===== config.mk =====
export PLATFORM = sky130hd
export DESIGN_NAME = sd_read_arbiter
export DESIGN_NICKNAME = d
export VERILOG_FILES = /design/src/rtl/sd_read_arbiter.sv
export SDC_FILE = /design/constraint.sdc
export NUM_CORES = 1
export LEC_CHECK = 0
export ABC_CLOCK_PERIOD_IN_PS = 3380
export CAP_MARGIN = 25
export CORE_UTILIZATION = 52
export CTS_CLUSTER_DIAMETER = 80
export DETAILED_ROUTE_END_ITERATION = 8
export GPL_TIMING_DRIVEN = 0
export HOLD_SLACK_MARGIN = 0.12
export PLACE_DENSITY = 0.81
export RECOVER_POWER = 100
export SLEW_MARGIN = 20
export SYNTH_ARGS = -nofsm -noshare
export SYNTH_HDL_FRONTEND = slang
export SYNTH_SLANG_ARGS = --single-unit

===== constraint.sdc =====
create_clock -name clk -period 3.38 [get_ports clk]
set_input_delay 1.014 -clock clk [delete_from_list [all_inputs] [get_ports clk]]
set_output_delay 1.014 -clock clk [all_outputs]
set_load 0.02 [all_outputs]

===== src/rtl/sd_read_arbiter.sv =====
// Round-robin arbiter sharing one sd_reader between two clients; each grant
// reads a run of consecutive sectors and streams the bytes back to its owner.
module sd_read_arbiter #(
  parameter logic [23:0] TIMEOUT_CYCLES = 24'd10_000_000
) (
  input  logic        clk,
  input  logic        rstn,
  input  logic [1:0]  req,
  input  logic [31:0] sector0,
  input  logic [31:0] sector1,
  input  logic [15:0] count0,
  input  logic [15:0] count1,
  output logic [1:0]  ack,
  output logic [1:0]  done,
  output logic [1:0]  err,
  output logic        busy,
  output logic [1:0]  data_valid,
  output logic [8:0]  data_addr,
  output logic [7:0]  data_byte,
  output logic [15:0] data_idx,
  output logic        sd_rstart,
  output logic [31:0] sd_rsector,
  input  logic        sd_rbusy,
  input  logic        sd_rdone,
  input  logic        sd_outen,
  input  logic [8:0]  sd_outaddr,
  input  logic [7:0]  sd_outbyte
);

  typedef enum logic [2:0] {
    S_IDLE, S_ISSUE, S_WAIT_ACC, S_WAIT_DONE, S_GAP
  } state_t;

  state_t      state_q, state_d;
  logic        last_grant_q, last_grant_d;
  logic        grant_q, grant_d;
  logic [31:0] sector_q, sector_d;
  logic [15:0] remaining_q, remaining_d;
  logic [15:0] idx_q, idx_d;
  logic [23:0] wdog_q, wdog_d;
  logic [1:0]  ack_q, ack_d;
  logic [1:0]  done_q, done_d;
  logic [1:0]  err_q, err_d;
  logic [1:0]  dvalid_q, dvalid_d;
  logic [8:0]  daddr_q, daddr_d;
  logic [7:0]  dbyte_q, dbyte_d;
  logic [15:0] didx_q, didx_d;
  logic        rstart_q, rstart_d;
  logic [31:0] rsector_q, rsector_d;

  logic [1:0]  eligible;
  logic        pick;
  logic [1:0]  pick_mask;
  logic [1:0]  grant_mask;
  logic [15:0] pick_count;
  logic        wdog_expired;

  // A client whose ack is on the wire this cycle has not yet had the chance
  // to drop req, so it must not be granted a second time.
  always_comb begin
    eligible   = req & ~ack_q;
    pick       = (eligible == 2'b11) ? ~last_grant_q : eligible[1];
    pick_mask  = pick ? 2'b10 : 2'b01;
    pick_count = pick ? count1 : count0;
    grant_mask = grant_q ? 2'b10 : 2'b01;
  end

  assign wdog_expired = ({1'b0, wdog_q} + 25'd1) >= {1'b0, TIMEOUT_CYCLES};

  always_comb begin
    state_d      = state_q;
    last_grant_d = last_grant_q;
    grant_d      = grant_q;
    sector_d     = sector_q;
    remaining_d  = remaining_q;
    idx_d        = idx_q;
    wdog_d       = wdog_q;
    ack_d        = 2'b00;
    done_d       = 2'b00;
    err_d        = 2'b00;
    dvalid_d     = 2'b00;
    daddr_d      = daddr_q;
    dbyte_d      = dbyte_q;
    didx_d       = didx_q;
    rstart_d     = 1'b0;
    rsector_d    = rsector_q;

    case (state_q)
      S_IDLE: begin
        if (eligible != 2'b00 && !sd_rbusy) begin
          grant_d      = pick;
          last_grant_d = pick;
          ack_d        = pick_mask;
          idx_d        = 16'd0;
          sector_d     = pick ? sector1 : sector0;
          remaining_d  = pick_count;
          if (pick_count == 16'd0) begin
            done_d = pick_mask;
          end else begin
            state_d   = S_ISSUE;
            rstart_d  = 1'b1;
            rsector_d = pick ? sector1 : sector0;
          end
        end
      end
      S_ISSUE: begin
        wdog_d  = 24'd0;
        state_d = S_WAIT_ACC;
      end
      S_WAIT_ACC: begin
        wdog_d = wdog_q + 24'd1;
        if (sd_rbusy) begin
          state_d = S_WAIT_DONE;
        end else if (wdog_expired) begin
          err_d   = grant_mask;
          state_d = S_IDLE;
        end
      end
      S_WAIT_DONE: begin
        wdog_d = wdog_q + 24'd1;
        if (sd_outen) begin
          dvalid_d = grant_mask;
          daddr_d  = sd_outaddr;
          dbyte_d  = sd_outbyte;
          didx_d   = idx_q;
        end
        // A sector finishing on the expiry cycle still counts as done.
        if (sd_rdone) begin
          remaining_d = remaining_q - 16'd1;
          sector_d    = sector_q + 32'd1;
          idx_d       = idx_q + 16'd1;
          if (remaining_q == 16'd1) begin
            done_d  = grant_mask;
            state_d = S_IDLE;
          end else begin
            state_d = S_GAP;
          end
        end else if (wdog_expired) begin
          err_d   = grant_mask;
          state_d = S_IDLE;
        end
      end
      S_GAP: begin
        wdog_d = wdog_q + 24'd1;
        if (!sd_rbusy) begin
          state_d   = S_ISSUE;
          rstart_d  = 1'b1;
          rsector_d = sector_q;
        end else if (wdog_expired) begin
          err_d   = grant_mask;
          state_d = S_IDLE;
        end
      end
      default: state_d = S_IDLE;
    endcase
  end

  always_ff @(posedge clk or negedge rstn) begin
    if (!rstn) begin
      state_q      <= S_IDLE;
      last_grant_q <= 1'b1;
      grant_q      <= 1'b0;
      sector_q     <= 32'd0;
      remaining_q  <= 16'd0;
      idx_q        <= 16'd0;
      wdog_q       <= 24'd0;
      ack_q        <= 2'b00;
      done_q       <= 2'b00;
      err_q        <= 2'b00;
      dvalid_q     <= 2'b00;
      daddr_q      <= 9'd0;
      dbyte_q      <= 8'd0;
      didx_q       <= 16'd0;
      rstart_q     <= 1'b0;
      rsector_q    <= 32'd0;
    end else begin
      state_q      <= state_d;
      last_grant_q <= last_grant_d;
      grant_q      <= grant_d;
      sector_q     <= sector_d;
      remaining_q  <= remaining_d;
      idx_q        <= idx_d;
      wdog_q       <= wdog_d;
      ack_q        <= ack_d;
      done_q       <= done_d;
      err_q        <= err_d;
      dvalid_q     <= dvalid_d;
      daddr_q      <= daddr_d;
      dbyte_q      <= dbyte_d;
      didx_q       <= didx_d;
      rstart_q     <= rstart_d;
      rsector_q    <= rsector_d;
    end
  end

  assign ack        = ack_q;
  assign done       = done_q;
  assign err        = err_q;
  assign busy       = (state_q != S_IDLE);
  assign data_valid = dvalid_q;
  assign data_addr  = daddr_q;
  assign data_byte  = dbyte_q;
  assign data_idx   = didx_q;
  assign sd_rstart  = rstart_q;
  assign sd_rsector = rsector_q;

endmodule


==> key figures, run 1 <==
Detailed routing
  – Routed length per placed instance: 18.9 µm
  – Final WL: about 28000 µm
  – Antenna viol nets, final: 0
  – M1 WL: 11700 µm
  – Top Layer Used: met4
  – DR WL met2: roughly 13000 µm
  – Vias after detailed routing: a little over 9k
  – Wire length on met3: approximately 2300 µm
  – DRT Pass-1 Iters: 6
  – Vias/cell: approximately 6.2
  – DR DRC count: 0
  – Initial DRC count: roughly 1.1k

Synth
  – Mapped Area: about 9000 µm²
  – Synth unique cells: 67
  – Syn. warnings: 0
  – Post-synthesis cell count: roughly 1.0k
  – Dominant cell type by area after synthesis: dfrtp_1
  – Yosys reg bits: between 150 and 200
  – EDFF count, synth: 0
  – Synth top area share: 0.455
  – Async set-or-reset flop fraction in the synthesized netlist: 1.00
  – Syn Area/Cell: 8.93 µm²
  – Top area cells in the synthesized netlist: dfrtp_1 45%, o21ai_0 8.1%, nand2_1 6.0%, mux2i_1 5.4%, mux2_2 4.4%
  – Top_reg_cell synth: dfrtp_1
  – Mapped Nets: around 1.1k
  – Register area share after synthesis: 0.458

Layout
  – Area growth syn-to-layout: 33.2%
  – Commonest non-fill, non-tap cell in the layout: dfrtp_1
  – Final #Nets: between 1k and 1.5k
  – Most frequent cells in the layout: 166 x dfrtp_1, 147 x o21ai_0, 145 x nand2_1
  – Layout cell share with drive strength beyond 1: 0.0864
  – Final core utilization: 0.706
  – FILL cells: approximately 1.3k
  – Number of antenna diodes: 0

Timing
  – Relative slew slack: -0.403
  – Fmax: around 0.30 GHz
  – Tcrit/Tclk final: 0.990
  – Pins Over Slew Limit: between 80 and 90
  – Setup Skew: between 0.006 and 0.007 ns
  – Final Hold Vio Count: 0
  – TNS Setup: 0 ns
  – # setup viols final: 0
  – Tmin final: between 3 and 4 ns
  – Worst slew pin tran: between 2 and 2.5 ns

Global routing
  – Global route total overflow: 0
  – First-pass GRT wire length: around 44000 µm
  – All-layer global routing usage: 0.312
  – Vias in the first global route: ~8.5k
  – Largest net degree at the start of global routing: 85
  – Antenna violations before repair: 0

Clock network
  – Max H-tree Level: 4
  – Num CTS Buffers: 17
  – Clk sinks: 167
  – Root Driver: clkbuf_16
  – Hold buffer count at CTS: 0
  – Worst-path clk slew: roughly 0.060 ns
  – Clk Latency, worst-skew pair: 0.43 ns
  – TritonCTS clock tree: yes
  – Clock tree buffer depth: 2

Setup path
  – WP data required: 3.66 ns
  – CP Data Arrival Time: ~3.6 ns
  – CP max FO: 10
  – Startpoint Class: input pin
  – CP Class: input pin to register
  – FF-to-FF path depth: 11
  – Crit path capture type: register

Worst hold path
  – HP Class: register to register
  – Number of cells on the worst hold path: 2

Floorplan
  – Die area: between 15000 and 20000 µm²
  – Core Region: between 15000 and 20000 µm²
  – Die Span X: between 100 and 150 µm
  – IO Count: just under 200
  – Row Count: 48
  – Die height: around 130 µm
  – Initial core utilization: 0.530

Placed design
  – I/O Buffers: between 150 and 200
  – Placer congestion estimate: 0.929
  – Post-DP HPWL: 19700 µm

Power
  – Pwr dens: between 700 and 800 nW/µm²
  – Total power: roughly 0.0094 W
  – Peak VDD IR: ~0.00046 V
  – Leakage: around 5.4 nW

Status
  – Failing checks: capacitance limit, slew limit
  – Outcome: finished, violations left

Job
  – Max-cap violation count: 1
-- cell usage after synthesis (4+ instances only) --
cell type,count
dfrtp_1,166
o21ai_0,148
nand2_1,145
nor2_1,81
a21oi_1,67
clkbuf_1,56
mux2i_1,49
mux2_2,36
nand3_1,36
nand4_1,20
nor3_1,18
and3_1,14
or3_1,14
xor2_1,14
inv_1,13
o22a_1,11
a22o_1,10
a31oi_1,10
nand2b_1,7
nor4_1,7
o22ai_1,7
and4_1,6
o31ai_1,6
and2_1,5
ha_1,5
a32oi_1,4
buf_2,4
xnor2_1,4
-- worst max-delay path, cell delays in order --
cell and delay, ns:
clkdlybuf4s50_1 0.41, nand2b_1 0.12, o21bai_1 0.16, clkbuf_8 0.22
buf_12 0.14, mux2i_4 0.33, nand4_1 0.13, or3_4 0.44
a21oi_4 0.20, buf_8 0.18, buf_6 0.17, o311ai_1 0.10
-- state kept, by name, indices dropped and copies added, names as in the netlist --
| register | count |
|---|---|
| err | 2 |
| state_q | 3 |
| ack | 2 |
| wdog_q | 24 |
| data_byte | 8 |
| grant_q | 1 |
| last_grant_q | 1 |
| sd_rsector | 32 |
| done | 2 |
| data_idx | 16 |
| remaining_q | 16 |
| data_addr | 9 |
| data_valid | 2 |
| sector_q | 32 |
| idx_q | 16 |
| sd_rstart | 1 |
-- worst paths after layout --
path | end | start | slack, ns
min reg2reg | sd_rsector[20] | sd_rsector[20] | 0.48
max in group asynchronous | sector_q[12] | rstn | 0.54
max reg2reg | state_q[2] | wdog_q[0] | 0.24
min in group asynchronous | wdog_q[10] | rstn | 1.20
max | state_q[0] | req[1] | 0.03
min | sd_rsector[20] | sd_rsector[20] | 0.48
-- stage by stage --
step           setup slack (ns)  cell area (µm²)  instances  hold WS [ns]
2_1_floorplan            0.0842             9140       1023         0.450
3_3_place_gp              -5.59            11400       1442         0.465
3_5_place_dp              -1.68            11400       1443         0.470
4_1_cts                  0.0118            12100       1479         0.486
5_1_grt                -0.00432            12200       1486         0.499
6_report                 0.0350            12200       1486         0.478
-- where the power goes --
group / internal [W] / leakage (nW) / switching (W)
Combinational: 0.00166 / 2.96 / 0.00251
Sequential: 0.00266 / 2.12 / 0.000574
Clock: 0.00113 / 0.271 / 0.000816
-- cell families (layout without fill, tap and decap cells) --
logic type / Yosys count / after routing / share of synthesized area
mux: 85 / 85 / 0.0981
compound gates: 294 / 294 / 0.188
buf+inv: 81 / 319 / 0.0392
xor+xnor: 18 / 18 / 0.0173
flops: 167 / 167 / 0.458
fa+ha+maj: 5 / 5 / 0.00685
simple gates: 373 / 373 / 0.193
-- metal layers --
metal  vias up  GRT usage
met1      4434      0.429
li1       4149          -
met5         -          0
met3        75     0.0574
met2       501      0.493
met4         0      0.120
-- repair_timing --
| item | in CTS | in global routing |
|---|---|---|
| endpoints found under the setup margin | 63 | 69 |
| pin swaps | 2 | 4 |
| cloned | 0 | 2 |
| setup buffers | 4 | 5 |
| gates resized for setup | 25 | 16 |
-- cell type report --
class / count / area [µm²] / area share
plain buffers: 68 / 380 / 0.0313
clock buffers: 21 / 460 / 0.0378
clock inverters: 11 / 125 / 0.0103
inverters: 13 / 48.8 / 0.00401
multi-input cells: 775 / 4630 / 0.380
flip-flops and latches: 167 / 4180 / 0.343
well taps: 225 / 282 / 0.0231
repair buffers: 206 / 2060 / 0.170
No activity file was read; power rests on OpenSTA's default activity.
==> run 2, diff against run 1 <==
--- a/config.mk
+++ b/config.mk
@@ -5,14 +5,14 @@
 export SDC_FILE = /design/constraint.sdc
 export NUM_CORES = 1
 export LEC_CHECK = 0
-export ABC_CLOCK_PERIOD_IN_PS = 3380
-export CAP_MARGIN = 25
-export CORE_UTILIZATION = 52
+export ABC_CLOCK_PERIOD_IN_PS = 3690
+export CAP_MARGIN = 10
+export CORE_UTILIZATION = 45
 export CTS_CLUSTER_DIAMETER = 80
 export DETAILED_ROUTE_END_ITERATION = 8
 export GPL_TIMING_DRIVEN = 0
 export HOLD_SLACK_MARGIN = 0.12
-export PLACE_DENSITY = 0.81
+export PLACE_DENSITY = 0.72
 export RECOVER_POWER = 100
 export SLEW_MARGIN = 20
 export SYNTH_ARGS = -nofsm -noshare
==> constraint.sdc (replaced) <==
create_clock -name clk -period 3.69 [get_ports clk]
set_input_delay 1.107 -clock clk [delete_from_list [all_inputs] [get_ports clk]]
set_output_delay 1.107 -clock clk [all_outputs]
set_load 0.02 [all_outputs]
==> key figures, run 2 (same netlist as run 1, synthesis figures left out) <==
Layout
  – Layout cell share with drive strength beyond 1: 0.0753
  – Commonest non-fill, non-tap cell in the layout: dfrtp_1
  – Number of antenna diodes: 0
  – Most frequent cells in the layout: 166 x dfrtp_1, 149 x o21ai_0, 145 x nand2_1
  – Final #Nets: between 1k and 1.5k
  – FILL cells: about 1.7k
  – Area growth syn-to-layout: 32.1%

Power
  – Peak VDD IR: between 0.0004 and 0.0005 V
  – Pwr dens: 703 nW/µm²
  – Total power: 0.00848 W
  – Leakage: 5.26 nW

Clock network
  – Hold buffer count at CTS: 0
  – Clk sinks: between 150 and 200
  – Postcts setup bufs: 0
  – Worst-path clk slew: roughly 0.060 ns
  – TritonCTS clock tree: yes
  – Max H-tree Level: 4
  – Num CTS Buffers: 17
  – Clk Latency, worst-skew pair: 0.43 ns
  – Root Driver: clkbuf_16
  – CTS resizes: 16
  – Clock tree buffer depth: 2

Floorplan
  – Die Span X: approximately 140 µm
  – Core Region: between 15000 and 20000 µm²
  – Row Count: 51
  – Initial core utilization: 0.465
  – Die height: 144 µm
  – Die area: about 21000 µm²
  – IO Count: about 200

Global routing
  – Vias in the first global route: between 7k and 8k
  – Antenna violations before repair: 0
  – First-pass GRT wire length: 43000 µm
  – Global route total overflow: 0
  – All-layer global routing usage: 0.270
  – Largest net degree at the start of global routing: 85

Timing
  – Worst slew pin tran: about 2.1 ns
  – Pins Over Slew Limit: between 80 and 90
  – Setup Skew: 0.0105 ns
  – Final Hold Vio Count: 0
  – Tmin final: 3.65 ns
  – Relative slew slack: -0.419
  – Setup repair after global routing missed its margin: true
  – Fin Hold WS: between 0.4 and 0.5 ns
  – Fmax: 0.274 GHz
  – # setup viols final: 0
  – TNS Setup: 0 ns
  – Tcrit/Tclk final: 0.990

Setup path
  – CP max FO: 10
  – CP Class: input pin to register
  – Startpoint Class: input pin
  – WP data required: between 3 and 4 ns
  – Crit path capture type: register
  – CP Data Arrival Time: between 3 and 4 ns

Placed design
  – Post-DP HPWL: 19700 µm
  – Placer congestion estimate: approximately 0.91
  – I/O Buffers: 194

Detailed routing
  – Antenna viol nets, final: 0
  – Initial DRC count: approximately 950
  – Vias/cell: slightly below 6
  – DR DRC count: 0
  – Vias after detailed routing: 8860
  – DRT Pass-1 Iters: 7
  – Routed length per placed instance: 18.1 µm
  – Final WL: around 27000 µm

Job
  – Max-cap violation count: 1

Worst hold path
  – HP Class: register to register

Status
  – Failing checks: capacitance limit, slew limit
  – Outcome: finished, violations left
-- run 2: cell types whose count changed in the layout (fill, tap and decap cells not counted), moves of 2 or more --
cell and delta:
buf_4 -6, clkbuf_8 -3, buf_6 -2, buf_8 -2, clkbuf_16 -2, clkdlybuf4s50_1 +2, o21ai_0 +2, o21ai_1 -2
-- run 2: worst max-delay path, cell delays in order --
cell and delay (ns):
clkdlybuf4s50_1 0.45, nand2b_1 0.08, o21bai_1 0.23, buf_4 0.22
buf_6 0.21, mux2i_4 0.33, nand4_1 0.12, or3_4 0.40
a21oi_4 0.19, clkbuf_4 0.26, buf_4 0.22, o311ai_1 0.11
-- run 2: per-stage QoR --
stage               cells  worst slack (ns)  area [µm²]  utilization
floorplan            1023             0.301        9140            -
global placement     1482             -5.54       11400        0.581
detailed placement   1483             -1.44       11400        0.582
CTS                  1513            0.0163       12100        0.615
global route         1513           -0.0577       12100        0.614
finish               1513            0.0372       12100        0.614
-- run 2: worst paths after layout --
kind | end | from | cells after the start | slack [ns]
max in group asynchronous | sd_rsector[15] | rstn | 2 | 1.14
setup reg to reg | remaining_q[1] | state_q[2] | 8 | 0.38
min in group asynchronous | wdog_q[12] | rstn | 1 | 1.30
hold / removal | sd_rsector[19] | sd_rsector[19] | 2 | 0.48
hold reg to reg | sd_rsector[19] | sd_rsector[19] | 2 | 0.48
setup / recovery | state_q[0] | req[0] | 12 | 0.04
-- run 2: final cells by class --
type,instances,area (µm²),area share
Buffer,68,325,0.0270
Clock buffer,19,443,0.0367
Tap cell,265,332,0.0275
Inverter,13,48.8,0.00404
Multi-Input combinational cell,775,4630,0.383
Timing Repair Buffer,195,1960,0.163
Sequential cell,167,4180,0.346
Clock inverter,11,151,0.0125
-- run 2: where the power goes --
group	total (W)	switching, W	internal, W
Combinational	0.00370	0.00225	0.00145
Clock	0.00184	0.000765	0.00108
Sequential	0.00294	0.000510	0.00243
-- run 2: layer usage --
layer / vias to the layer above / GRT usage / share of wire
met5: - / 0 / 0
met4: 0 / 0.0870 / 0.018
met3: 47 / 0.0579 / 0.075
met2: 406 / 0.417 / 0.47
met1: 4279 / 0.376 / 0.44
li1: 4128 / - / -
